`src/rtl/replay_fifo_pkg.sv`:
```
// Shared parameters, pointer-width helper and request vector for the replay FIFO.
package replay_fifo_pkg;

    localparam int unsigned WIDTH_DEF = 2;
    localparam int unsigned DEPTH_DEF = 256;

    // Pointer carries one extra wrap bit above the storage address.
    function automatic int ptr_w(int depth);
        return $clog2(depth) + 1;
    endfunction

    typedef struct packed {
        logic enqueue;
        logic dequeue;
        logic commit;
        logic recover;
    } req_t;

endpackage

```
`src/rtl/replay_fifo_mem.sv`:
```
// DEPTH x WIDTH storage: one synchronous write port, one asynchronous read port, no reset.
module replay_fifo_mem #(
    parameter int unsigned WIDTH = 2,
    parameter int unsigned DEPTH = 256
) (
    input  logic                     clk,
    input  logic                     we,
    input  logic [$clog2(DEPTH)-1:0] waddr,
    input  logic [WIDTH-1:0]         wdata,
    input  logic [$clog2(DEPTH)-1:0] raddr,
    output logic [WIDTH-1:0]         rdata
);

    logic [WIDTH-1:0] mem [DEPTH];

    always_ff @(posedge clk) begin
        if (we) begin
            mem[waddr] <= wdata;
        end
    end

    assign rdata = mem[raddr];

endmodule

```
`src/rtl/replay_fifo.sv`:
```
// Circular FIFO with commit/recover replay. Optional sticky overflow/underflow
// outputs are built when REPLAY_FIFO_ERR_EN is defined.
module replay_fifo
    import replay_fifo_pkg::*;
#(
    parameter int unsigned WIDTH = WIDTH_DEF,
    parameter int unsigned DEPTH = DEPTH_DEF
) (
    input  logic                   clk,
    input  logic                   rst,
    input  logic                   enqueue,
    input  logic [WIDTH-1:0]       din,
    input  logic                   dequeue,
    input  logic                   commit,
    input  logic                   recover,
    output logic [WIDTH-1:0]       dout,
    output logic                   full,
    output logic                   empty,
`ifdef REPLAY_FIFO_ERR_EN
    output logic                   overflow,
    output logic                   underflow,
`endif
    output logic [$clog2(DEPTH):0] count,
    output logic [$clog2(DEPTH):0] held
);

    localparam int PW = ptr_w(int'(DEPTH));
    localparam int AW = PW - 1;

    req_t          req;
    logic [PW-1:0] wr_q, rd_q, cm_q;
    logic [PW-1:0] wr_d, rd_d, cm_d;
    logic [PW-1:0] occupied;
    logic          enq_ok, deq_ok;
    logic [WIDTH-1:0] rdata;

    assign req = {enqueue, dequeue, commit, recover};

    assign occupied = wr_q - cm_q;
    assign full     = (occupied == PW'(DEPTH));
    assign empty    = (wr_q == rd_q);
    assign count    = wr_q - rd_q;
    assign held     = rd_q - cm_q;
    assign dout     = empty ? '0 : rdata;

    // Dequeue never frees space, so an enqueue on full is refused even with a dequeue.
    assign enq_ok = req.enqueue && !full;
    assign deq_ok = req.dequeue && !empty && !req.recover;

    always_comb begin
        wr_d = wr_q;
        rd_d = rd_q;
        cm_d = cm_q;
        if (enq_ok) begin
            wr_d = wr_q + PW'(1);
        end
        if (req.recover) begin
            rd_d = cm_q;
        end else if (deq_ok) begin
            rd_d = rd_q + PW'(1);
        end
        // Commit takes the post-dequeue read pointer so a same-cycle dequeue is included.
        if (req.commit && !req.recover) begin
            cm_d = rd_d;
        end
    end

    always_ff @(posedge clk) begin
        if (rst) begin
            wr_q <= '0;
            rd_q <= '0;
            cm_q <= '0;
        end else begin
            wr_q <= wr_d;
            rd_q <= rd_d;
            cm_q <= cm_d;
        end
    end

    replay_fifo_mem #(
        .WIDTH(WIDTH),
        .DEPTH(DEPTH)
    ) u_mem (
        .clk  (clk),
        .we   (enq_ok),
        .waddr(wr_q[AW-1:0]),
        .wdata(din),
        .raddr(rd_q[AW-1:0]),
        .rdata(rdata)
    );

`ifdef REPLAY_FIFO_ERR_EN
    logic overflow_q, underflow_q;

    always_ff @(posedge clk) begin
        if (rst) begin
            overflow_q  <= 1'b0;
            underflow_q <= 1'b0;
        end else begin
            if (req.enqueue && full) begin
                overflow_q <= 1'b1;
            end
            if (req.dequeue && empty && !req.recover) begin
                underflow_q <= 1'b1;
            end
        end
    end

    assign overflow  = overflow_q;
    assign underflow = underflow_q;
`endif

endmodule

```
`config.mk`:
```
export PLATFORM = sky130hd
export DESIGN_NAME = replay_fifo
export DESIGN_NICKNAME = d
export VERILOG_FILES = /design/src/rtl/replay_fifo_pkg.sv /design/src/rtl/replay_fifo_mem.sv /design/src/rtl/replay_fifo.sv
export SDC_FILE = /design/constraint.sdc
export NUM_CORES = 1
export LEC_CHECK = 0
export CAP_MARGIN = 15
export CELL_PAD_IN_SITES_DETAIL_PLACEMENT = 2
export CELL_PAD_IN_SITES_GLOBAL_PLACEMENT = 2
export CORE_MARGIN = 2
export CORE_UTILIZATION = 39
export CTS_BUF_LIST = sky130_fd_sc_hd__clkbuf_8
export CTS_CLUSTER_SIZE = 16
export DETAILED_ROUTE_END_ITERATION = 8
export PLACE_DENSITY = 0.7
export REMOVE_ABC_BUFFERS = 1
export SYNTH_ARGS = -nofsm -noshare
export SYNTH_HDL_FRONTEND = slang
export SYNTH_SLANG_ARGS = --single-unit
```
`constraint.sdc`:
```
create_clock -name clk -period 8.8 [get_ports clk]
set_input_delay 1.32 -clock clk [delete_from_list [all_inputs] [get_ports clk]]
set_output_delay 1.32 -clock clk [all_outputs]
set_load 0.05 [all_outputs]
```
==> flow_summary.ini, run 1 <==
[sta]
fin_skew_ns = 0.0403
worst_pin_slew_ns = 0.998
slew-limit-headroom_pct = 33.2
max_freq_mhz = 156
finalMaxSlewViolations = 0
period_minus_slack_ns = 6.40
hold_viol_final = 0
setup_viol = 0
rsz0062_at_grt = false
fin_crit_sh_pct = 72.7

[power]
leakage_nw = 8.09
total_power_mw = 5.50
ir_worst_vdd_v = 0.0000885
powerDensity_nw_per_um2 = 211

[floorplan]
dieWidth_um = 250
pin_count = 30
rows = 90
initial_core_util_pct = 39.2
die_h_um = 250
die-area_um2 = 62300
coreArea_um2 = 60000

[global_route]
grt_pass1_vias = 15600
grt_max_degree = 109
grt_remaining_overflow = 0
grt_use_total_pct = 22.8
grt_first_pass_wirelength_um = 104000
antenna_found_initial = 1

[setup_path]
worstPathArrival_ns = 5.08
cp-end-kind = output port
worstPathCellList = and2_1 > nand2_1 > o221ai_1 > a211oi_1 > a211oi_1 > a211o_1 > o311ai_0 > o21ai_0 > clkdlybuf4s50_1
crit_type = reg -> out
crit_top_cell = a211oi_1
startpoint_type = flip-flop
cp_num_buf_inv = 1
critical_path.max_fanout = 23
critPathTopFamily = compound AO/OA/AOI/OAI gates
cp_slowest_cell = clkdlybuf4s50_1
required_ns = 7.48
rr_startpoint = wr_q[4]$_SDFFE_PP0P_
startpoint = rd_q[2]$_SDFF_PP0_
max_stage_delay_ns = 0.89

[logic_synthesis]
synthArstFlopShare_pct = 0
syn_area_per_cell_um2 = 15.2
synth_top_area_share_pct = 65.4
ys_types = 66
synth_edf_count = 512
synth_xor_area_share_pct = 1.12
muxShareOfSynthArea_pct = 12.2
synth.top_cells.by_area = edfxtp_1 65%, mux4_2 10%, nor2_1 4.9%
synth_adder_area_share_pct = 1.71
ys_ff_latch = 539
syn_area_um2 = 23500
yosysTopAreaCell = edfxtp_1
ys.flop_type = edfxtp_1
yosysSeqAreaShare_pct = 67.7
yosys_warnings = 0
syn_inst = 1549
yosys.area_share.simple_pct = 8.89
synth_compound_area_share_pct = 5.27
synth_top_family_by_area = multiplexers

[route]
drt-initial-drc-count = 1254
routedWlPerCell_um = 28.3
vias = 14000
drt_wl_total_um = 69700
ant_nets = 0
drtPass1Iterations = 5
drc_errors = 0
viasPerCell = 5.69

[cells_and_area]
design_area_um2 = 26100
area_delta_synth_final_pct = 10.9
drive_gt1_share_pct = 16.0
nets = 1645

[clock_network]
post_cts_buffers = 0
cts.repair.resized = 0
clk_latency_ns = 0.69
cts_sinks = 539
clk_pin_slew_ns = 0.06
cts-root-buf = clkbuf_8
ctsHoldBuffers = 0
cts_tree = built
numCtsBuffers = 92
cts_max_level = 3
clock_path_buffers = 3

[worst_hold_path]
hold_path.class = reg -> reg
hp-start = cm_q[5]$_SDFFE_PP0P_

[placement]
dp_hpwl_um = 44000
io_buffer_count = 29
gp_congestion = 0.772
place_area_um2 = 24400

[flow_run]
drv_cap = 0

[run_status]
status = completed
area by class of cell:
type                       instances  area, µm²
sequential                       539      15900
tap                              782        978
clock inverter                    73        363
fill                            5716      33900
multi-input combinational        889       6890
inverter                          27        101
antenna                            1       2.50
clock buffer                      94       1290
timing repair buffer              57        528
cells in the mapped netlist (14+ instances only):
cell type / count
buf_4: 19
buf_6: 22
edfxtp_1: 512
ha_1: 29
mux4_2: 105
nor2b_1: 18
a21oi_1: 32
a211oi_1: 28
mux2i_1: 47
a22oi_1: 23
nor3_1: 30
xnor2_1: 20
nand2_1: 93
buf_2: 14
dfxtp_1: 27
o21ai_0: 21
nor2_1: 308
inv_1: 24
clkbuf_1: 28
worst register-to-register path: cells and delay by family (launching register included):
kind / cells / cell delay, ns
and+or+nand+nor: 3 / 1.09
AOI/OAI and AO/OA: 3 / 0.92
DFF: 1 / 0.71
buffers and inverters: 1 / 0.67
adders and majority gates: 1 / 0.40
sequential cells by signal, summed over array words and instances, names as in the netlist:
signal / flops
u_mem.mem: 512
cm_q: 9
rd_q: 9
wr_q: 9
metal layers:
metal / part of all wire (%) / global-route usage (%)
met1: 42 / 29.9
met2: 49 / 37.7
met3: 5.5 / 4.40
met4: 3.3 / 8.35
met5: 0 / 0
worst paths after layout:
| path | cells after the start | slack (ns) | end |
|---|---|---|---|
| setup / recovery | 9 | 2.40 | dout[1] |
| hold / removal | 2 | 0.53 | cm_q[5]$_SDFFE_PP0P_ |
| setup reg to reg | 8 | 4.73 | u_mem.mem[32][0]$_DFFE_PP_ |
| hold reg to reg | 2 | 0.53 | cm_q[5]$_SDFFE_PP0P_ |
power breakdown:
group	switching [mW]	leakage, nW	internal, mW	total [mW]
Sequential	0.0259	4.82	2.81	2.84
Combinational	0.366	2.32	0.198	0.564
Clock	1.04	0.955	1.05	2.09
metrics by stage:
step / utilization (%) / setup TNS [ns] / setup slack (ns) / hold slack, ns / instances
floorplan: - / -7.85 / -0.975 / 0.477 / 1455
global placement: 40.7 / 0 / 3.09 / 0.504 / 2293
detailed placement: 40.7 / 0 / 3.08 / 0.517 / 2293
CTS: 43.4 / 0 / 2.33 / 0.529 / 2460
global route: 43.5 / 0 / 2.14 / 0.561 / 2462
finish: 43.5 / 0 / 2.40 / 0.526 / 2462
placed cells by master (no fill, tap or decap), types with 27 or more instances in the layout:
cell type and count:
mux4_2 105, nor3_1 30, edfxtp_1 512, clkinv_1 27, clkbuf_8 94, a21oi_1 32, mux2i_1 47, clkdlybuf4s50_1 27
nand2_1 93, nor2_1 308, inv_1 54, a211oi_1 28
kinds of logic after synthesis:
| family | Yosys count |
|---|---|
| flip-flops | 539 |
| AND/OR/NAND/NOR | 497 |
| AO/OA/AOI/OAI | 175 |
| multiplexers | 156 |
| buffers and inverters | 121 |
| adder cells (fa/ha/maj) | 31 |
| XOR/XNOR | 30 |
No activity file was read; power rests on OpenSTA's default activity.
==> run 2, diff against run 1 <==
Clock period 8.8 ns to 6.6 ns, I/O delays scaled along.
==> run 2 against run 1 <==
- combinational power up 34%
- final cell count about the same
- non-clock buffer count fell by 1
- flip-flop and latch count is the same
- die area unchanged
- critical endpoint unchanged
- largest power group unchanged
==> flow_summary.ini, run 2 (synthesis gave the netlist of run 1 again) <==
[floorplan]
rows = 90
coreArea_um2 = 60000
initial_core_util_pct = 39.2
dieWidth_um = 250
pin_count = 30
die_h_um = 250
die-area_um2 = 62300

[setup_path]
critical_path.max_fanout = 15
cp_num_buf_inv = 3
worstPathCellList = clkinv_1 > ha_1 > nand4_1 > or4_1 > inv_1 > or4_1 > o21ai_0 > clkdlybuf4s50_1
cp_slowest_cell = dfxtp_1
r2r_cells = 10
startpoint_type = flip-flop
startpoint = rd_q[4]$_SDFF_PP0_
critPathTopFamily = buffers and inverters
critical_path_depth = 8
rr_startpoint = rd_q[4]$_SDFF_PP0_
cp-end-kind = output port
required_ns = 5.61
crit_top_cell = or4_1
cp-endpoint = dout[1]
r2r_slack_ns = 2.24
worstPathArrival_ns = 5.27
crit_type = reg -> out
r2r-end = rd_q[7]$_SDFF_PP0_
max_stage_delay_ns = 0.98

[clock_network]
cts_max_level = 3
post_cts_buffers = 0
cts-root-buf = clkbuf_8
ctsHoldBuffers = 0
cts.repair.resized = 0
cts_tree = built
cts_sinks = 539
clk_latency_ns = 0.69
numCtsBuffers = 92
clk_pin_slew_ns = 0.06
clock_path_buffers = 3

[power]
leakage_nw = 8.13
total_power_mw = 7.25
powerDensity_nw_per_um2 = 278
ir_worst_vdd_v = 0.000140

[cells_and_area]
largest_reg_flops = 512
nets = 1644
layout_common_cells = 512 x edfxtp_1, 308 x nor2_1, 105 x mux4_2
design_area_um2 = 26000
nFillCells = 5768
final_cells = 2460
area_delta_synth_final_pct = 10.7
regMostFlops = u_mem.mem
drive_gt1_share_pct = 15.4
mostFrequentLayoutCell = edfxtp_1

[sta]
max_freq_mhz = 160
finalMaxSlewViolations = 0
hold_viol_final = 0
setup_tns_ns = 0
fin_crit_sh_pct = 94.8
worst_pin_slew_ns = 1.14
post-route-worst-setup-slack_ns = 0.344
rsz0062_at_grt = false
slew-limit-headroom_pct = 23.9
setup_viol = 0
period_minus_slack_ns = 6.26
fin_skew_ns = 0.0255

[worst_hold_path]
hold_path.class = reg -> reg

[run_status]
status = completed

[global_route]
grt_use_total_pct = 22.9
grt_max_degree = 102
grt_remaining_overflow = 0
grt_pass1_vias = 15400
grt_first_pass_wirelength_um = 105000
antenna_found_initial = 1

[placement]
place_area_um2 = 24400
dp.cells = 2292
dp_hpwl_um = 44500
dpl_worst_slack_ns = 1.13
io_buffer_count = 29
gp_congestion = 0.775

[route]
viasPerCell = 5.72
drt-initial-drc-count = 1134
routedWlPerCell_um = 28.7
drc_errors = 0
vias = 14100
drt_wl_total_um = 70500
drtPass1Iterations = 7
ant_nets = 0

[flow_run]
drv_cap = 0
[run 2: routing by layer]
| layer | part of all wire [%] | vias up | global-route usage (%) |
|---|---|---|---|
| met5 | 0 | - | 0 |
| met4 | 3.0 | 0 | 7.64 |
| met3 | 5.5 | 124 | 4.45 |
| met2 | 49 | 440 | 37.9 |
| met1 | 43 | 7447 | 30.6 |
| li1 | - | 6060 | - |
[run 2: where the power goes]
| group | leakage (nW) | total, mW | internal [mW] | switching (mW) |
|---|---|---|---|---|
| clock | 0.988 | 2.70 | 1.32 | 1.38 |
| combinational | 2.31 | 0.758 | 0.266 | 0.492 |
| sequential | 4.82 | 3.79 | 3.75 | 0.0369 |
[run 2: metrics by stage]
step,hold WS (ns),utilization [%]
floorplan,0.477,-
global placement,0.504,40.7
detailed placement,0.520,40.7
CTS,0.528,43.3
global route,0.566,43.4
finish,0.527,43.4
[run 2: how the worst min path moves through the flow]
stage | start | endpoint | cells past startpoint
2_1_floorplan | cm_q[2]$_SDFFE_PP0P_ | rd_q[2]$_SDFF_PP0_ | 2
3_3_place_gp | cm_q[7]$_SDFFE_PP0P_ | cm_q[7]$_SDFFE_PP0P_ | 2
3_5_place_dp | cm_q[2]$_SDFFE_PP0P_ | cm_q[2]$_SDFFE_PP0P_ | 2
4_1_cts | cm_q[2]$_SDFFE_PP0P_ | cm_q[2]$_SDFFE_PP0P_ | 2
5_1_grt | cm_q[2]$_SDFFE_PP0P_ | cm_q[2]$_SDFFE_PP0P_ | 2
6_report | cm_q[2]$_SDFFE_PP0P_ | cm_q[2]$_SDFFE_PP0P_ | 2
[run 2: layout make-up]
type | count | area (µm²) | share of cell area, %
flip-flops and latches | 539 | 15900 | 61.2
inverters | 27 | 101 | 0.389
well taps | 782 | 978 | 3.76
diodes | 1 | 2.50 | 0.00962
multi-input cells | 889 | 6900 | 26.5
clock inverters | 72 | 298 | 1.14
clock buffers | 94 | 1290 | 4.97
repair buffers | 56 | 528 | 2.03
[run 2: worst reg2reg max path, stage by stage, from the launching register on]
cell      delay [ns]
dfxtp_1         0.98
clkinv_1        0.79
ha_1            0.59
nand4_1         0.16
or4_1           0.27
nand2_1         0.16
or4_1           0.48
nor2_1          0.21
nand3_1         0.13
xnor2_1         0.20
a211oi_1        0.27
==> run 3, diff against run 2 <==
Settings changed: CORE_MARGIN 2 to unset.
==> run 3 against run 2 <==
- the run now ends with design-rule violations left
- clock-buffer cell count did not move
- power rose by 3.8%
- wire length rose by 4.6%
- flip-flop and latch count did not move
- clock power rose by 9.6%
- non-clock buffer count rose by 4
- clock skew rose by 0.017 ns
- sequential share of layout area fell by 0.36 points
- via count rose by 0.81%
- register-to-register slack improved by 0.22 ns
- core utilization rose by 0.83 points
- die area fell by 1.6%
- largest power group unchanged
==> flow_summary.ini, run 3 (synthesis gave the netlist of run 1 again) <==
[run_status]
status = finished with violations
violations = design-rule violations

[clock_network]
clk_latency_ns = 0.70
numCtsBuffers = 91
cts_tree = built
clk_pin_slew_ns = 0.06
ctsHoldBuffers = 0
cts.repair.resized = 0
clock_path_buffers = 3
post_cts_buffers = 0
cts_sinks = 539
cts-root-buf = clkbuf_8
cts_max_level = 3

[sta]
period_minus_slack_ns = 6.23
post-route-worst-setup-slack_ns = 0.368
max_freq_mhz = 160
rsz0062_at_grt = false
fin_crit_sh_pct = 94.4
worst_pin_slew_ns = 1.20
finalMaxSlewViolations = 0
setup_viol = 0
slew-limit-headroom_pct = 19.9
fin_skew_ns = 0.0424
hold_viol_final = 0

[route]
drc_errors = 5
routedWlPerCell_um = 30.1
vias = 14200
drt-initial-drc-count = 1078
ant_nets = 0
viasPerCell = 5.79
drtPass1Iterations = 7
drt_wl_total_um = 73800

[cells_and_area]
largest_reg_flops = 512
regMostFlops = u_mem.mem
nFillCells = 5684
drive_gt1_share_pct = 16.7
mostFrequentLayoutCell = edfxtp_1
nets = 1647
layout_common_cells = 512 x edfxtp_1, 308 x nor2_1, 105 x mux4_2
utilization_pct = 44.2
area_delta_synth_final_pct = 11.3

[floorplan]
pin_count = 30
die-area_um2 = 61300
initial_core_util_pct = 39.7
coreArea_um2 = 59200
die_h_um = 248
rows = 89
dieWidth_um = 248

[power]
ir_worst_vdd_v = 0.000113
leakage_nw = 8.17
powerDensity_nw_per_um2 = 287

[setup_path]
cp-end-kind = output port
required_ns = 5.61
critical_path.max_fanout = 11
worstPathArrival_ns = 5.24
crit_type = reg -> out
startpoint_type = flip-flop

[worst_hold_path]
hold_path.class = reg -> reg

[global_route]
grt_pass1_vias = 15700
grt_first_pass_wirelength_um = 108000
antenna_found_initial = 1
grt_remaining_overflow = 0
grt_max_degree = 127
grt_use_total_pct = 24.7

[flow_run]
drv_cap = 0

[placement]
dp_hpwl_um = 45400
dpl_worst_slack_ns = 1.12
io_buffer_count = 29
gp_congestion = 0.824
-- run 3: worst max-delay path, stage by stage, from the launching register on --
cell             delay (ns)
dfxtp_1                0.71
buf_4                  0.29
and2_1                 0.51
nand2_1                0.39
o221ai_1               0.37
a211oi_1               0.11
a211oi_1               0.50
a211o_1                0.21
o311ai_0               0.13
o21ai_0                0.42
clkdlybuf4s50_1        0.91
-- run 3: final cells by class --
class                           count  area [µm²]  area share [%]
Sequential cell                   539       15900            60.8
Multi-Input combinational cell    889        6900            26.4
Clock buffer                       94        1290            4.94
Tap cell                          773         967            3.69
Timing Repair Buffer               60         551            2.10
Clock inverter                     67         440            1.68
Inverter                           27         101           0.387
Antenna cell                        1        2.50         0.00956
-- run 3: stage by stage --
stage | setup TNS, ns | hold slack (ns) | cells | total power, mW | cell area, µm²
5_1_grt | 0 | 0.548 | 2450 | 7.77 | 26200
2_1_floorplan | -64.94 | 0.477 | 1455 | 4.35 | 22900
6_report | 0 | 0.524 | 2450 | 7.52 | 26200
3_5_place_dp | 0 | 0.515 | 2288 | 4.64 | 24400
3_3_place_gp | 0 | 0.498 | 2288 | 4.62 | 24400
4_1_cts | 0 | 0.528 | 2449 | 7.60 | 26200
-- run 3: final timing paths --
| path | startpoint | end | slack (ns) | depth (start not counted) |
|---|---|---|---|---|
| worst min-delay path | cm_q[2]$_SDFFE_PP0P_ | cm_q[2]$_SDFFE_PP0P_ | 0.52 | 2 |
| worst max register to register | wr_q[0]$_SDFFE_PP0P_ | wr_q[5]$_SDFFE_PP0P_ | 2.46 | 10 |
| worst max-delay path | rd_q[3]$_SDFF_PP0_ | dout[1] | 0.37 | 10 |
| worst min register to register | cm_q[2]$_SDFFE_PP0P_ | cm_q[2]$_SDFFE_PP0P_ | 0.52 | 2 |
-- run 3: routing by layer --
| metal | track usage (%) | wire length, µm | part of all wire, % |
|---|---|---|---|
| met5 | 0 | 0 | 0 |
| met4 | 9.87 | 2450 | 3.3 |
| met3 | 4.80 | 3920 | 5.3 |
| met2 | 41.8 | 37000 | 50 |
| met1 | 31.0 | 30400 | 41 |
-- run 3: power by group --
group          leakage [nW]  internal (mW)  switching [mW]
Combinational          2.34          0.269           0.502
Clock                  1.01           1.55            1.41
Sequential             4.82           3.75          0.0384
Total                  8.17           5.57            1.95
